**src/rtl/seq_divider.sv**
```systemverilog
// Radix-2 restoring divider: 2*WIDTH-bit dividend / WIDTH-bit divisor in WIDTH iterations,
// start/busy handshake shared with the Booth multiplier. Define DIVIDER_SIGNED_EN for two's complement.
module seq_divider #(
   parameter int WIDTH = 16
) (
   input  logic                 clk,
   input  logic                 rst_n,
   input  logic [2*WIDTH-1:0]   i_x,
   input  logic [WIDTH-1:0]     i_y,
   input  logic                 i_start,
   output logic [WIDTH-1:0]     o_q,
   output logic [WIDTH-1:0]     o_r,
   output logic                 o_busy,
   output logic                 o_done,
   output logic                 o_dbz,
   output logic                 o_ovf
);

   localparam int CW = $clog2(WIDTH + 1);
   localparam logic [CW-1:0]    CNT_LAST = CW'(WIDTH);
   localparam logic [CW-1:0]    CNT_ONE  = {{(CW-1){1'b0}}, 1'b1};
   localparam logic [CW-1:0]    CNT_ZERO = {CW{1'b0}};
   localparam logic [WIDTH-1:0] Q_ZERO   = {WIDTH{1'b0}};
   localparam logic [WIDTH-1:0] Q_ONES   = {WIDTH{1'b1}};

   typedef enum logic [1:0] {
      S_IDLE = 2'd0,
      S_CALC = 2'd1,
      S_DONE = 2'd2
   } state_t;

   state_t               r_state;
   state_t               w_state_nxt;
   logic [CW-1:0]        r_cnt;
   logic [WIDTH:0]       r_p;
   logic [WIDTH-1:0]     r_lo;
   logic [WIDTH:0]       r_ymag;
   logic [WIDTH-1:0]     r_q;
   logic [WIDTH-1:0]     r_r;
   logic                 r_busy;
   logic                 r_done;
   logic                 r_dbz;
   logic                 r_ovf;

   logic [2*WIDTH-1:0]   w_xmag;
   logic [WIDTH:0]       w_ymag;
   logic                 w_y_zero;
   logic                 w_pre_ovf;
   logic [WIDTH+1:0]     w_trial;
   logic                 w_trial_neg;
   logic [WIDTH-1:0]     w_q_fin;
   logic [WIDTH-1:0]     w_r_fin;
   logic                 w_ovf_fin;

`ifdef DIVIDER_SIGNED_EN
   localparam logic [2*WIDTH-1:0] X_ZERO    = {(2*WIDTH){1'b0}};
   localparam logic [WIDTH:0]     Y_ZERO    = {(WIDTH+1){1'b0}};
   localparam logic [WIDTH-1:0]   Q_MAX_POS = {1'b0, {(WIDTH-1){1'b1}}};
   localparam logic [WIDTH-1:0]   Q_MIN_MAG = {1'b1, {(WIDTH-1){1'b0}}};

   logic            r_xneg;
   logic            r_yneg;
   logic [WIDTH:0]  w_ysext;
   logic            w_qneg;

   // |y| is formed at WIDTH+1 bits so the most negative divisor keeps its magnitude
   assign w_xmag  = i_x[2*WIDTH-1] ? (X_ZERO - i_x) : i_x;
   assign w_ysext = {i_y[WIDTH-1], i_y};
   assign w_ymag  = i_y[WIDTH-1] ? (Y_ZERO - w_ysext) : w_ysext;
   assign w_qneg  = r_xneg ^ r_yneg;

   // Sign correction and signed range check of the magnitude quotient
   always_comb begin
      w_q_fin   = r_lo;
      w_r_fin   = r_p[WIDTH-1:0];
      w_ovf_fin = 1'b0;
      if (w_qneg) begin
         w_q_fin   = Q_ZERO - r_lo;
         w_ovf_fin = (r_lo > Q_MIN_MAG);
      end else begin
         w_q_fin   = r_lo;
         w_ovf_fin = (r_lo > Q_MAX_POS);
      end
      if (r_xneg) begin
         w_r_fin = Q_ZERO - r_p[WIDTH-1:0];
      end else begin
         w_r_fin = r_p[WIDTH-1:0];
      end
      if (w_ovf_fin) begin
         w_q_fin = Q_ONES;
         w_r_fin = Q_ZERO;
      end else begin
         w_q_fin = w_q_fin;
         w_r_fin = w_r_fin;
      end
   end

   // Operand signs captured with the accepted start
   always_ff @(posedge clk or negedge rst_n) begin
      if (!rst_n) begin
         r_xneg <= 1'b0;
         r_yneg <= 1'b0;
      end else if ((r_state == S_IDLE) && i_start) begin
         r_xneg <= i_x[2*WIDTH-1];
         r_yneg <= i_y[WIDTH-1];
      end
   end
`else
   assign w_xmag = i_x;
   assign w_ymag = {1'b0, i_y};

   // Unsigned results come straight from the iteration registers
   always_comb begin
      w_q_fin   = r_lo;
      w_r_fin   = r_p[WIDTH-1:0];
      w_ovf_fin = 1'b0;
   end
`endif

   assign w_y_zero    = (i_y == Q_ZERO);
   assign w_pre_ovf   = ({1'b0, w_xmag[2*WIDTH-1:WIDTH]} >= w_ymag);
   assign w_trial     = {r_p, r_lo[WIDTH-1]} - {1'b0, r_ymag};
   assign w_trial_neg = w_trial[WIDTH+1];

   // State register
   always_ff @(posedge clk or negedge rst_n) begin
      if (!rst_n) begin
         r_state <= S_IDLE;
      end else begin
         r_state <= w_state_nxt;
      end
   end

   // Next-state logic; CALC holds one extra cycle after the last bit for sign fix-up
   always_comb begin
      w_state_nxt = r_state;
      case (r_state)
         S_IDLE: begin
            if (i_start) begin
               if (w_y_zero || w_pre_ovf) begin
                  w_state_nxt = S_DONE;
               end else begin
                  w_state_nxt = S_CALC;
               end
            end else begin
               w_state_nxt = S_IDLE;
            end
         end
         S_CALC: begin
            if (r_cnt == CNT_LAST) begin
               w_state_nxt = S_DONE;
            end else begin
               w_state_nxt = S_CALC;
            end
         end
         S_DONE:  w_state_nxt = S_IDLE;
         default: w_state_nxt = S_IDLE;
      endcase
   end

   // Datapath: operand latch, one restoring step per CALC cycle, result capture
   always_ff @(posedge clk or negedge rst_n) begin
      if (!rst_n) begin
         r_cnt  <= CNT_ZERO;
         r_p    <= {(WIDTH+1){1'b0}};
         r_lo   <= Q_ZERO;
         r_ymag <= {(WIDTH+1){1'b0}};
         r_q    <= Q_ZERO;
         r_r    <= Q_ZERO;
         r_dbz  <= 1'b0;
         r_ovf  <= 1'b0;
         r_busy <= 1'b0;
         r_done <= 1'b0;
      end else begin
         case (r_state)
            S_IDLE: begin
               if (i_start) begin
                  r_cnt  <= CNT_ZERO;
                  r_p    <= {1'b0, w_xmag[2*WIDTH-1:WIDTH]};
                  r_lo   <= w_xmag[WIDTH-1:0];
                  r_ymag <= w_ymag;
                  r_dbz  <= 1'b0;
                  r_ovf  <= 1'b0;
                  if (w_y_zero) begin
                     r_dbz <= 1'b1;
                     r_q   <= Q_ONES;
                     r_r   <= i_x[WIDTH-1:0];
                  end else if (w_pre_ovf) begin
                     r_ovf <= 1'b1;
                     r_q   <= Q_ONES;
                     r_r   <= Q_ZERO;
                  end
               end
            end
            S_CALC: begin
               if (r_cnt == CNT_LAST) begin
                  r_q   <= w_q_fin;
                  r_r   <= w_r_fin;
                  r_ovf <= w_ovf_fin;
               end else begin
                  r_p   <= w_trial_neg ? {r_p[WIDTH-1:0], r_lo[WIDTH-1]} : w_trial[WIDTH:0];
                  r_lo  <= {r_lo[WIDTH-2:0], ~w_trial_neg};
                  r_cnt <= r_cnt + CNT_ONE;
               end
            end
            default: begin
               r_cnt <= r_cnt;
            end
         endcase
         r_busy <= (w_state_nxt == S_DONE) || (r_state == S_CALC);
         r_done <= (w_state_nxt == S_DONE);
      end
   end

   assign o_q    = r_q;
   assign o_r    = r_r;
   assign o_busy = r_busy;
   assign o_done = r_done;
   assign o_dbz  = r_dbz;
   assign o_ovf  = r_ovf;

endmodule

```
**config.mk**
```make
export PLATFORM = sky130hd
export DESIGN_NAME = seq_divider
export DESIGN_NICKNAME = d
export VERILOG_FILES = /design/src/rtl/seq_divider.sv
export SDC_FILE = /design/constraint.sdc
export NUM_CORES = 1
export LEC_CHECK = 0
export ABC_AREA = 1
export CORE_UTILIZATION = 30
export DETAILED_ROUTE_END_ITERATION = 6
export SKIP_LAST_GASP = 1
export SYNTH_ARGS = -nofsm -noshare
export SYNTH_HDL_FRONTEND = slang
export SYNTH_SLANG_ARGS = --single-unit
```
**constraint.sdc**
```tcl
create_clock -name clk -period 2.35 [get_ports clk]
set_input_delay 0.705 -clock clk [delete_from_list [all_inputs] [get_ports clk]]
set_output_delay 0.705 -clock clk [all_outputs]
set_load 0.02 [all_outputs]
```
==> key figures <==
Floorplanning
  • I/O pin total: 87
  • Die H: 142 um
  • Die Span X: 142 um
  • Starting density of the core: 0.309
  • Die area: 20,000 sq um
  • Site Rows: 50
  • Standard cell core area: 18,900 sq um

Route
  • Detailed router's first-iteration violation count: 362
  • Post-DR vias/cell: 4.67
  • Wire length per cell: 14.9 um
  • Drt drc: 0
  • ANT nets after route: 0
  • Via count: 5,608
  • Detailed Route WL: 18.0 mm
  • 1st-pass router iterations: 5

Global routing
  • Total congestion overflow: 0
  • Pin count of the biggest net entering global routing: 56
  • Global-route wire length before repair: 28.5 mm
  • Total global routing track utilization: 0.183
  • Via count of the first global-routing pass: 5,533
  • Number of antenna violations at the first check in global routing: 0

Yosys
  • Mean instance size in the synthesized netlist: 7.27 sq um
  • Netlist area before placement: 5840 sq um
  • Flip-flop and latch count after synthesis: 92
  • Count of mapped cells out of synthesis: 803
  • Post-synthesis net count: 889
  • Total of warnings raised by yosys: 0
  • Sequential share of the synthesized area: 0.394
  • Number of unique standard cell types used by synthesis: 37

Power
  • Part of the total power dissipated in combinational logic: 0.633
  • Part of the total power dissipated in the clock network: 0.123
  • Cell-internal power: 5.91 mW
  • PD cells: 1430 nW/um^2
  • Sequential power share: 0.244
  • Net switching share of the total power: 0.491
  • Leak: 4.03 nW
  • Final Total Pwr: 11.6 mW
  • Peak supply drop: 595 uV
  • Reported net switching power: 5.70 mW

Finish
  • Area of the multi-input gates: 3330 sq um
  • Area overhead of the layout relative to synthesis: 39.5%
  • Post-route cell area: 8140 sq um
  • Count of inserted antenna diode cells: 0
  • Most frequent standard cell in the layout excluding fill and tap cells: sky130_fd_sc_hd__nand2_1
  • FILL cells: 1,950
  • Fraction of layout cells with a size suffix above 1: 0.204
  • Sequential cell area: 2300 sq um
  • Highest-count cells in the layout ignoring fill and taps: 227 x sky130_fd_sc_hd__nand2_1, 92 x sky130_fd_sc_hd__dfrtp_1, 85 x sky130_fd_sc_hd__inv_1
  • Number of nets in the layout: 1,023
  • Utilization after layout: 0.431

Placed design
  • Routability congestion estimate from global placement: 0.921
  • Area of placed instances: 7320 sq um
  • Final HPWL from detailed placement: 12.3 mm
  • Count of buffers inserted at the top-level ports: 86

STA
  • Period utilization: 0.960
  • Number of endpoints failing setup at the final stage: 0
  • Period minus WS final: 2.25 ns
  • Worst slew slack as a fraction of its limit: 0.613
  • Achievable Freq: 0.443 GHz
  • Final Max Tran Viols: 0
  • Final count of hold timing violations: 0
  • Setup repair after global routing missed its margin: no
  • Final Skew: 0.00703 ns
  • Slew of the pin with the lowest slew margin: 0.580 ns

Clock network
  • Clk buf depth: 2
  • H-tree lvl count: 3
  • Total clock buffers created by CTS: 9
  • Number of buffers inserted for hold repair after clock tree synthesis: 0
  • Clock edge transition at the registers on the reported setup and hold paths: 0.07 ns
  • Later-pin clock latency in the skew report: 0.35 ns
  • Number of clock sinks: 92
  • TritonCTS clock tree: yes
  • Clock root buffer: sky130_fd_sc_hd__clkbuf_16

Critical path
  • Delay-heaviest family, CP: buffers and inverters
  • CP Data Required Time: 2.59 ns
  • Crit-path max FO: 8
  • Number of cells on the worst reg-to-reg path: 11
  • Arrival time of the worst setup path: 2.49 ns
  • Worst setup path category: in -> reg
  • Kind of end point of the critical path: register
  • Max incr delay on CP: 0.29 ns
  • Setup slack of the most critical reg-to-reg path: 0.17 ns
  • Worst reg2reg path startpoint: r_p[11]$_DFFE_PN0P_
  • Crit path buf inv count: 4
  • Critical-path cell list: dlygate4sd2_1 -> ha_4 -> nand3_4 -> nor3_4 -> buf_6 -> nand2_4 -> nand4_1 -> nand2_2 -> buf_12 -> clkbuf_16 -> nand3_1 -> nand2_1
  • RR Endpoint: r_p[0]$_DFFE_PN0P_
  • Startpoint kind of the worst setup timing path: input pin
  • Slowest stage cell on the critical path: sky130_fd_sc_hd__ha_4

Status
  • Run status: finished, final reports clean

Job
  • Max-cap violation count: 0

Min path
  • Path type of the worst min-delay path: in -> async
## registers in the layout, summed over array words and instances (netlist names), 2 cells and up
signal,cells
r_cnt,5
o_q,16
o_r,16
r_p,17
r_lo,16
r_ymag,16
r_state,2
## worst reg2reg max path, cell delays in order (launching register included)
cell	delay, ns
sky130_fd_sc_hd__dfrtp_1	0.42
sky130_fd_sc_hd__ha_1	0.41
sky130_fd_sc_hd__nand2_2	0.16
sky130_fd_sc_hd__inv_2	0.05
sky130_fd_sc_hd__nand2_1	0.08
sky130_fd_sc_hd__a21oi_1	0.09
sky130_fd_sc_hd__nor2_2	0.25
sky130_fd_sc_hd__nand2_4	0.09
sky130_fd_sc_hd__nand2_2	0.11
sky130_fd_sc_hd__nand2_8	0.12
sky130_fd_sc_hd__o211ai_1	0.22
sky130_fd_sc_hd__nand2_1	0.07
## layer usage
metal | wire [um] | track usage
met4 | 469 | 0.0634
met2 | 8760 | 0.314
met5 | 0 | 0
met1 | 8160 | 0.235
met3 | 566 | 0.0253
## cell usage after synthesis, drive strengths merged
library cell  instances  area (sq um)
a21oi                42           229
a31oi                 1          6.26
a32o                  1          10.0
and2                  1          6.26
and3                  1          6.26
buf                  12          76.3
clkbuf               18          67.6
dfrtp                92          2300
fa                    1          20.0
ha                   34           425
inv                 106           398
nand2               253          1010
nand3                71           393
nand3b                2          15.0
nand4                 8          50.1
nor2                 52           210
nor3                  6          46.3
o211ai                3          22.5
o21ai                88           448
o22ai                 1          6.26
xnor2                 2          17.5
xor2                  8          70.1
## per-stage QoR
step	hold slack, ns	setup slack, ns	TNS (ns)	std cells
floorplan	0.409	0.181	0	803
global placement	0.466	-0.549	-18.97	1169
detailed placement	0.475	-0.600	-20.20	1169
CTS	0.194	-0.0213	-0.298	1198
global route	0.206	0.00145	0	1202
finish	0.202	0.0950	0	1202
## timing repair
item / in CTS / in global routing
pin swaps: 11 / 17
buffers inserted: 8 / 2
gates resized for setup: 81 / 50
setup endpoints to repair: 35 / 51
cloned: 5 / 4
## worst max path at each step
stage                        from                  end  slack (ns)  cells after the start
final                     i_x[28]   o_r[5]$_DFFE_PN0P_         0.1                     12
after global placement    i_y[15]  o_q[11]$_DFFE_PN0P_       -0.55                     15
after floorplan           i_y[13]   o_r[3]$_DFFE_PN0P_        0.18                     13
after global routing       i_y[7]   o_q[3]$_DFFE_PN0P_       0.001                     15
after CTS                  i_y[0]   o_r[5]$_DFFE_PN0P_       -0.02                     14
after detailed placement  i_y[15]  o_r[12]$_DFFE_PN0P_       -0.60                     15
## cell families after synthesis
kind of cell               Yosys count  share of synthesized area
DFF                                 92                      0.394
and+or+nand+nor                    394                      0.298
adders and majority gates           35                     0.0763
buffers and inverters              136                     0.0928
AOI/OAI and AO/OA                  136                      0.124
xor gates and xnor gates            10                     0.0150
## power by group through the flow
stage	registers [mW]	logic (mW)	clock network [mW]
after CTS	2.83	7.19	1.45
after floorplan	3.05	4.69	0
final	2.84	7.35	1.42
after global routing	2.92	8.27	1.50
after detailed placement	2.86	6.96	0
after global placement	2.84	6.91	0
## cell type report
class                           instances  area share
Timing Repair Buffer                  152       0.185
Inverter                              106      0.0489
Sequential cell                        92       0.283
Multi-Input combinational cell        576       0.409
Clock inverter                          7     0.00737
Tap cell                              260      0.0399
Clock buffer                            9      0.0277
Note: power is estimated with default switching activity, not from simulation.
